## config.mk

```make
export PLATFORM = sky130hd
export DESIGN_NAME = multipler_arbiter
export DESIGN_NICKNAME = d
export VERILOG_FILES = /design/src/rtl/multipler_arbiter.sv
export SDC_FILE = /design/constraint.sdc
export NUM_CORES = 1
export LEC_CHECK = 0
export CAP_MARGIN = 20
export CORE_AREA = 2 2 356 358
export DETAILED_ROUTE_END_ITERATION = 12
export DIE_AREA = 0 0 358 360
export PLACE_DENSITY_LB_ADDON = 0.12
export SETUP_SLACK_MARGIN = 0.4
export SLEW_MARGIN = 20
export SYNTH_ARGS = -nofsm -noshare
export SYNTH_HDL_FRONTEND = slang
export SYNTH_SLANG_ARGS = --single-unit
```

## constraint.sdc

```tcl
create_clock -name clk_i -period 5.2 [get_ports clk_i]
set_input_delay 1.04 -clock clk_i [delete_from_list [all_inputs] [get_ports clk_i]]
set_output_delay 1.04 -clock clk_i [all_outputs]
set_load 0.03 [all_outputs]
```

## src/rtl/multipler_arbiter.sv

```systemverilog
// multipler_arbiter: round-robin sharing of one iterative multiplier among NUM_REQ requesters.
// Optional WAIT-state timeout is enabled by defining MULARB_TIMEOUT_EN.
module multipler_arbiter #(
    parameter int NUM_REQ        = 4,
    parameter int DATA_LENGTH    = 64,
    parameter int TIMEOUT_CYCLES = 1024
) (
    input  logic                             clk_i,
    input  logic                             rst_i,
    input  logic [NUM_REQ-1:0]               req_i,
    input  logic [NUM_REQ*DATA_LENGTH-1:0]   req_a_i,
    input  logic [NUM_REQ*DATA_LENGTH-1:0]   req_b_i,
    output logic [NUM_REQ-1:0]               gnt_o,
    output logic [NUM_REQ-1:0]               done_o,
    output logic [2*DATA_LENGTH-1:0]         result_o,
    output logic                             err_o,
    output logic                             busy_o,
    output logic                             mul_start_o,
    output logic [DATA_LENGTH-1:0]           mul_a_o,
    output logic [DATA_LENGTH-1:0]           mul_b_o,
    input  logic                             mul_busy_i,
    input  logic                             mul_finish_i,
    input  logic [2*DATA_LENGTH-1:0]         mul_r_i
);
    // state | meaning
    // IDLE  | waiting for a pending request and an idle multiplier
    // ISSUE | start pulse to the multiplier, grant pulse to the winner
    // WAIT  | operands held, waiting for the multiplier finish (or timeout)
    // RESP  | done pulse and product returned to the winner
    typedef enum logic [1:0] {IDLE, ISSUE, WAIT, RESP} state_t;

    localparam int PTR_W = (NUM_REQ > 1) ? $clog2(NUM_REQ) : 1;

    state_t                   state_q, state_d;
    logic [PTR_W-1:0]         last_ptr_q;
    logic [PTR_W-1:0]         win_q;
    logic [PTR_W-1:0]         win_d;
    logic [PTR_W:0]           cand;
    logic                     win_found;
    logic                     issue_ok;
    logic                     timeout_hit;
    logic [NUM_REQ-1:0]       win_onehot;
    logic [DATA_LENGTH-1:0]   a_q, b_q;
    logic [2*DATA_LENGTH-1:0] result_q;

    // Search starts one past the last winner and wraps, giving round-robin fairness.
    always_comb begin
        win_found = 1'b0;
        win_d     = last_ptr_q;
        cand      = '0;
        for (int i = 1; i <= NUM_REQ; i++) begin
            cand = {1'b0, last_ptr_q} + (PTR_W+1)'(i);
            if (cand >= (PTR_W+1)'(NUM_REQ)) begin
                cand = cand - (PTR_W+1)'(NUM_REQ);
            end
            if (!win_found && req_i[cand[PTR_W-1:0]]) begin
                win_found = 1'b1;
                win_d     = cand[PTR_W-1:0];
            end
        end
    end

    // A finish pulse in IDLE belongs to an abandoned run; wait for it to clear too.
    assign issue_ok = win_found && !mul_busy_i && !mul_finish_i;

    always_comb begin
        state_d = state_q;
        unique case (state_q)
            IDLE:    if (issue_ok) state_d = ISSUE;
            ISSUE:   state_d = WAIT;
            WAIT:    if (mul_finish_i || timeout_hit) state_d = RESP;
            RESP:    state_d = IDLE;
            default: state_d = IDLE;
        endcase
    end

    always_ff @(posedge clk_i) begin
        if (rst_i) begin
            state_q    <= IDLE;
            last_ptr_q <= PTR_W'(NUM_REQ - 1);
            win_q      <= '0;
            a_q        <= '0;
            b_q        <= '0;
            result_q   <= '0;
        end else begin
            state_q <= state_d;
            if (state_q == IDLE && issue_ok) begin
                win_q <= win_d;
                a_q   <= req_a_i[win_d*DATA_LENGTH +: DATA_LENGTH];
                b_q   <= req_b_i[win_d*DATA_LENGTH +: DATA_LENGTH];
            end
            if (state_q == ISSUE) begin
                last_ptr_q <= win_q;
            end
            if (state_q == WAIT && mul_finish_i) begin
                result_q <= mul_r_i;
            end else if (timeout_hit) begin
                result_q <= '0;
            end
        end
    end

`ifdef MULARB_TIMEOUT_EN
    localparam int TMO_W = $clog2(TIMEOUT_CYCLES + 1);

    logic [TMO_W-1:0] tmo_cnt_q;
    logic             err_q;

    // Down-counter loaded on the way into WAIT; terminal count ends the wait.
    assign timeout_hit = (state_q == WAIT) && !mul_finish_i && (tmo_cnt_q == TMO_W'(1));

    always_ff @(posedge clk_i) begin
        if (rst_i) begin
            tmo_cnt_q <= '0;
            err_q     <= 1'b0;
        end else begin
            if (state_q == ISSUE) begin
                tmo_cnt_q <= TMO_W'(TIMEOUT_CYCLES);
                err_q     <= 1'b0;
            end else if (state_q == WAIT) begin
                if (tmo_cnt_q != '0) tmo_cnt_q <= tmo_cnt_q - 1'b1;
                if (timeout_hit) err_q <= 1'b1;
            end
        end
    end

    assign err_o = (state_q == RESP) && err_q;
`else
    assign timeout_hit = 1'b0;
    assign err_o       = 1'b0;
`endif

    assign win_onehot  = {{(NUM_REQ-1){1'b0}}, 1'b1} << win_q;
    assign busy_o      = (state_q != IDLE);
    assign mul_start_o = (state_q == ISSUE);
    assign gnt_o       = (state_q == ISSUE) ? win_onehot : '0;
    assign done_o      = (state_q == RESP) ? win_onehot : '0;
    assign result_o    = (state_q == RESP) ? result_q : '0;
    assign mul_a_o     = a_q;
    assign mul_b_o     = b_q;

endmodule

```

# --- After elaboration in Yosys (flattened, before gate mapping) ---
# Index checks and enable logic that the tools add are counted.
word_totals:
  regBits: 262
  wordCells: 71
op_classes:
  add_sub_neg: 8
  n_lt_le_gt_ge: 8
  eq_ne: 5
  shifts: 3
  n_mux: 26
  reduce_logical: 15
op_table:
  columns: ["operator", "n"]
  rows:
  - ["variable part select 256 x 9 -> 64 bit", 2]
  - ["2-to-1 mux 128 bit", 1]
  - ["2-to-1 mux 2 bit", 10]
  - ["greater-or-equal comparator 3 bit, second input constant", 4]
  - ["< comparator 2 x 3 -> 1 bit, second input constant", 4]
  - ["binary-select mux 1 bit (select 2 bit)", 4]
  - ["2-to-1 mux 1 bit", 8]
  - ["2-to-1 mux 4 bit", 2]
  - ["case mux 2 bit (4 select lines)", 1]
  - ["subtractor 2 x 1 -> 2 bit, second input constant", 4]
  - ["logical AND 1 bit", 7]
  - ["adder 2 x 2 -> 3 bit, second input constant", 2]
  - ["logical NOT 1 bit", 5]
  - ["== test 2 bit, second input constant", 2]
  - ["!= test 2 bit, second input constant", 2]
  - ["<< shifter 1 x 2 -> 4 bit, first input constant", 1]
  - ["adder 2 x 1 -> 3 bit, second input constant", 1]
  - ["adder 2 x 3 -> 3 bit, second input constant", 1]
  - ["== test 2 x 1 -> 1 bit, second input constant", 1]
  - ["logical NOT 2 bit", 1]
  - ["AND reduction 2 bit", 1]
  - ["nonzero test 2 bit", 1]

# --- Depth between registers and ports, before layout ---
depth:
  word_depth: 19
  ltp_mapped: 9
  mapped_depth_nobuf: 7

# --- Worst setup path before layout ---
# Ideal clock, no wire load.
synth_timing:
  kind: "register -> output"
  start: "register state_q[1]"
  end: "output gnt_o[1]"
  t_arrival_ns: 1.673
  required_time_ns: 4.160
  slack_ns: 2.487
  path_stages_with_launch: 5
  cell_sequence: "dfxtp_1 inv_1 ha_1 inv_1 nor3b_1"
synth_via:
  elab_chain_cells: 2
synth_lines:
  columns: ["element", "line_no", "rtl"]
  rows:
  - ["start, declared", "34", "state_t state_q, state_d;"]
  - ["start signal, assigned", "86", "state_q <= state_d;"]
  - ["== test 2 x 1 -> 1 bit", null, null]
  - ["named net mul_start_o", "18", "output logic mul_start_o,"]
  - ["2-to-1 mux 4 bit", "136", "assign gnt_o = (state_q == ISSUE) ? win_onehot : '0;"]
  - ["end, declared", "13", "output logic [NUM_REQ-1:0] gnt_o,"]
# The timed path passes the listed nets, and every way through them passes these cells.

# --- Worst setup path after layout ---
layout_timing:
  start: "register state_q[1]"
  end: "output result_o[119]"
layout_via:
  elab_chain_cells: 2
layout_lines:
  columns: ["element", "line_no", "rtl"]
  rows:
  - ["== test 2 bit", "138", "assign result_o = (state_q == RESP) ? result_q : '0;"]
  - ["2-to-1 mux 128 bit", "138", null]
  - ["end, declared", "15", "output logic [2*DATA_LENGTH-1:0] result_o,"]
# Every way passes these cells.

==> impl_metrics.py <==
metrics = {
    "critical_path": {
        "path_cells": "ha_4 > buf_4 > and2_1 > clkdlybuf4s50_1",
        "crit_path_top_delay_cell": "clkdlybuf4s50_1",
        "critPathBufInv": 2,
        "critPathRequiredTime_ns": 4.16,
        "rr_startpoint": "state_q[0]",
        "path_class": "reg -> out",
        "cpPeakStageDelay_ns": 0.72,
        "crit_family": "buffers and inverters",
        "start_kind": "flop",
        "worstPathMaxFanout": 66,
        "end_kind": "output port",
        "crit_start": "state_q[1]",
        "crit_arrival_ns": 2.99,
    },
    "yosys": {
        "synth-edff-count": 0,
        "ys_seq_area_share_pct": 32.1,
        "synthFlopType": "dfxtp_1",
        "ys_types": 32,
        "syn_avg_cell_area_um2": 7.62,
        "netlist_area_um2": 16300,
        "ys_warn_count": 0,
        "netlist.area_leader.share_pct": 32.1,
        "synth_area_leaders": "dfxtp_1 (32%), nand4b_1 (14%), a21oi_1 (11%), mux2i_1 (7.9%), nand3_1 (7.9%)",
        "syn_nets": 2797,
        "syn_inst": 2144,
        "synthArstFlopShare_pct": 0,
        "ys_seq_elements": 262,
        "yosysTopAreaCell": "dfxtp_1",
    },
    "placed_design": {
        "post_dp_cell_area_um2": 27400,
        "globalplace.congestion": 0.804,
        "io_buffers": 913,
        "dp_hpwl_um": 90400,
    },
    "clock_network": {
        "cts.sink_count": 262,
        "clock_latency_ns": 0.64,
        "cts_setup_buffers": 0,
        "cts_resized": 0,
        "postCtsHoldBufs": 0,
        "clockBufferDepth": 3,
        "root_buffer": "clkbuf_16",
        "cts_made_buffers": 42,
        "htreeDepth": 2,
        "path_clk_slew_ns": 0.06,
        "cts_tree": "done",
    },
    "finish": {
        "fin_nets": 3547,
        "final_common_cell": "clkdlybuf4s50_1",
        "final_cell_area_um2": 28900,
        "layout_common_cells": "clkdlybuf4s50_1 (912), a21oi_1 (346), nand2_1 (262), dfxtp_1 (262), nand3_1 (257)",
        "fin_util_pct": 23.1,
        "num-fill-cells": 13900,
        "area_growth_syn_to_layout_pct": 76.9,
        "drive_above_1_share_pct": 5.43,
    },
    "grt": {
        "first_global_vias": 19900,
        "antenna_found_initial": 61,
        "grt_pass1_wl_um": 161000,
        "gr-total-overflow": 0,
        "grt_use_total_pct": 17.5,
        "grt_max_degree": 117,
    },
    "sta": {
        "setup_viol": 0,
        "timing.final.crit_share_pct": 77.5,
        "worst_slew_pin_slew_ns": 0.787,
        "finalMaxSlewViolations": 0,
        "fin_tns_setup_ns": 0,
        "relSlewSlack_pct": 47.5,
        "min_period_ns": 4.03,
        "max_freq_mhz": 248,
        "finClkSkew_ns": 0.0693,
        "rsz0062_at_grt": "false",
        "hold_violations": 0,
    },
    "power": {
        "power_per_cell_area_nw_per_um2": 341,
        "p_leak_nw": 9.76,
        "internal_power_mw": 5.73,
        "p_sw_share_pct": 41.9,
        "seqPwrFrac_pct": 26.1,
        "p_total_mw": 9.86,
        "power.switching_mw": 4.13,
        "peakVddDrop_mv": 0.234,
        "clkPwrFrac_pct": 30.9,
        "comb_power_share_pct": 43.1,
    },
    "worst_hold_path": {
        "min-delay-start": "result_q[110]",
        "hold_path.class": "reg -> reg",
    },
    "route": {
        "first_pass_iters": 5,
        "ant_nets": 0,
        "drt-initial-drc-count": 1335,
        "dr_total_vias": 20100,
        "avgRoutedWirePerCell_um": 25.8,
        "routed_wl_um": 119000,
        "drc_errors": 0,
        "vias_per_cell": 4.37,
    },
    "die": {
        "ios": 915,
        "fp.dieH_um": 360,
        "rows": 130,
        "coreArea_um2": 125000,
        "die-area_um2": 129000,
        "start_util_pct": 13.1,
        "dieWidth_um": 358,
    },
    "outcome": {
        "status": "completed",
    },
    "flow_run": {
        "maxCapViolations": 0,
    },
}
power groups by stage:
stage / logic (mW) / clock network [mW] / registers, mW
final: 4.25 / 3.04 / 2.57
after global routing: 4.56 / 3.24 / 2.61
after CTS: 4.33 / 3.20 / 2.57
after detailed placement: 4.32 / 0 / 2.61
after global placement: 4.35 / 0 / 2.62
after floorplan: 1.83 / 0 / 2.98
routing by layer:
layer | track usage [%] | wire length [um] | vias up
met2 | 29.1 | 58800 | 612
met1 | 20.9 | 48600 | 9844
met4 | 7.26 | 3380 | 48
met5 | 0 | 307 | -
li1 | - | - | 9461
met3 | 4.97 | 7960 | 165
worst min-delay path: stages, from the launching register on:
cell	delay (ns)
dfxtp_1	0.30
nand2_1	0.05
a21oi_1	0.05
logic make-up after synthesis:
family                     Yosys count  share of synthesized area, %
and+or+nand+nor                    974                          34.9
DFF                                262                          32.1
buffers and inverters              289                          6.80
muxes                              129                          7.90
AOI/OAI and AO/OA                  484                          17.9
other                                1                        0.0229
adders and majority gates            5                         0.383
Yosys cell counts (3+ instances only):
library cell and instances:
a21oi_1 347, nand2_1 263, dfxtp_1 262, nand3_1 258, nand4b_1 256, clkbuf_1 245
and2_1 131, mux2i_1 129, a32oi_1 128, nor3_1 41, buf_1 22, buf_2 15
nor2_1 9, ha_1 5, inv_1 5, a21o_1 3, and3_1 3, nor3b_1 3
flip-flops by register name, indices dropped and copies added, names as in the netlist:
signal      cells
result_q      128
mul_a_o        64
mul_b_o        64
last_ptr_q      2
state_q         2
win_q           2
through the flow:
step | worst slack [ns] | hold slack, ns | instances
final | 1.17 | 0.447 | 4608
after global routing | 0.974 | 0.461 | 4607
after CTS | 1.01 | 0.449 | 4578
after detailed placement | 1.16 | 0.442 | 4500
after global placement | 1.13 | 0.439 | 4500
after floorplan | 2.49 | 0.432 | 2144
final timing paths:
path                   endpoint  slack, ns  cells past startpoint
setup / recovery  result_o[119]       1.17                      4
hold / removal    result_q[110]       0.45                      2
setup reg to reg    mul_b_o[56]       2.41                     10
hold reg to reg   result_q[110]       0.45                      2
area by class of cell:
| type | instances | area (um^2) | area share [%] |
|---|---|---|---|
| Clock inverter | 17 | 225 | 0.779 |
| Antenna cell | 30 | 75.1 | 0.260 |
| Inverter | 5 | 18.8 | 0.0649 |
| Timing Repair Buffer | 990 | 10000 | 34.6 |
| Tap cell | 1650 | 2060 | 7.14 |
| Multi-Input combinational cell | 1593 | 10100 | 34.9 |
| Sequential cell | 262 | 5250 | 18.1 |
| Clock buffer | 61 | 1200 | 4.16 |
No activity file was read; power rests on OpenSTA's default activity.
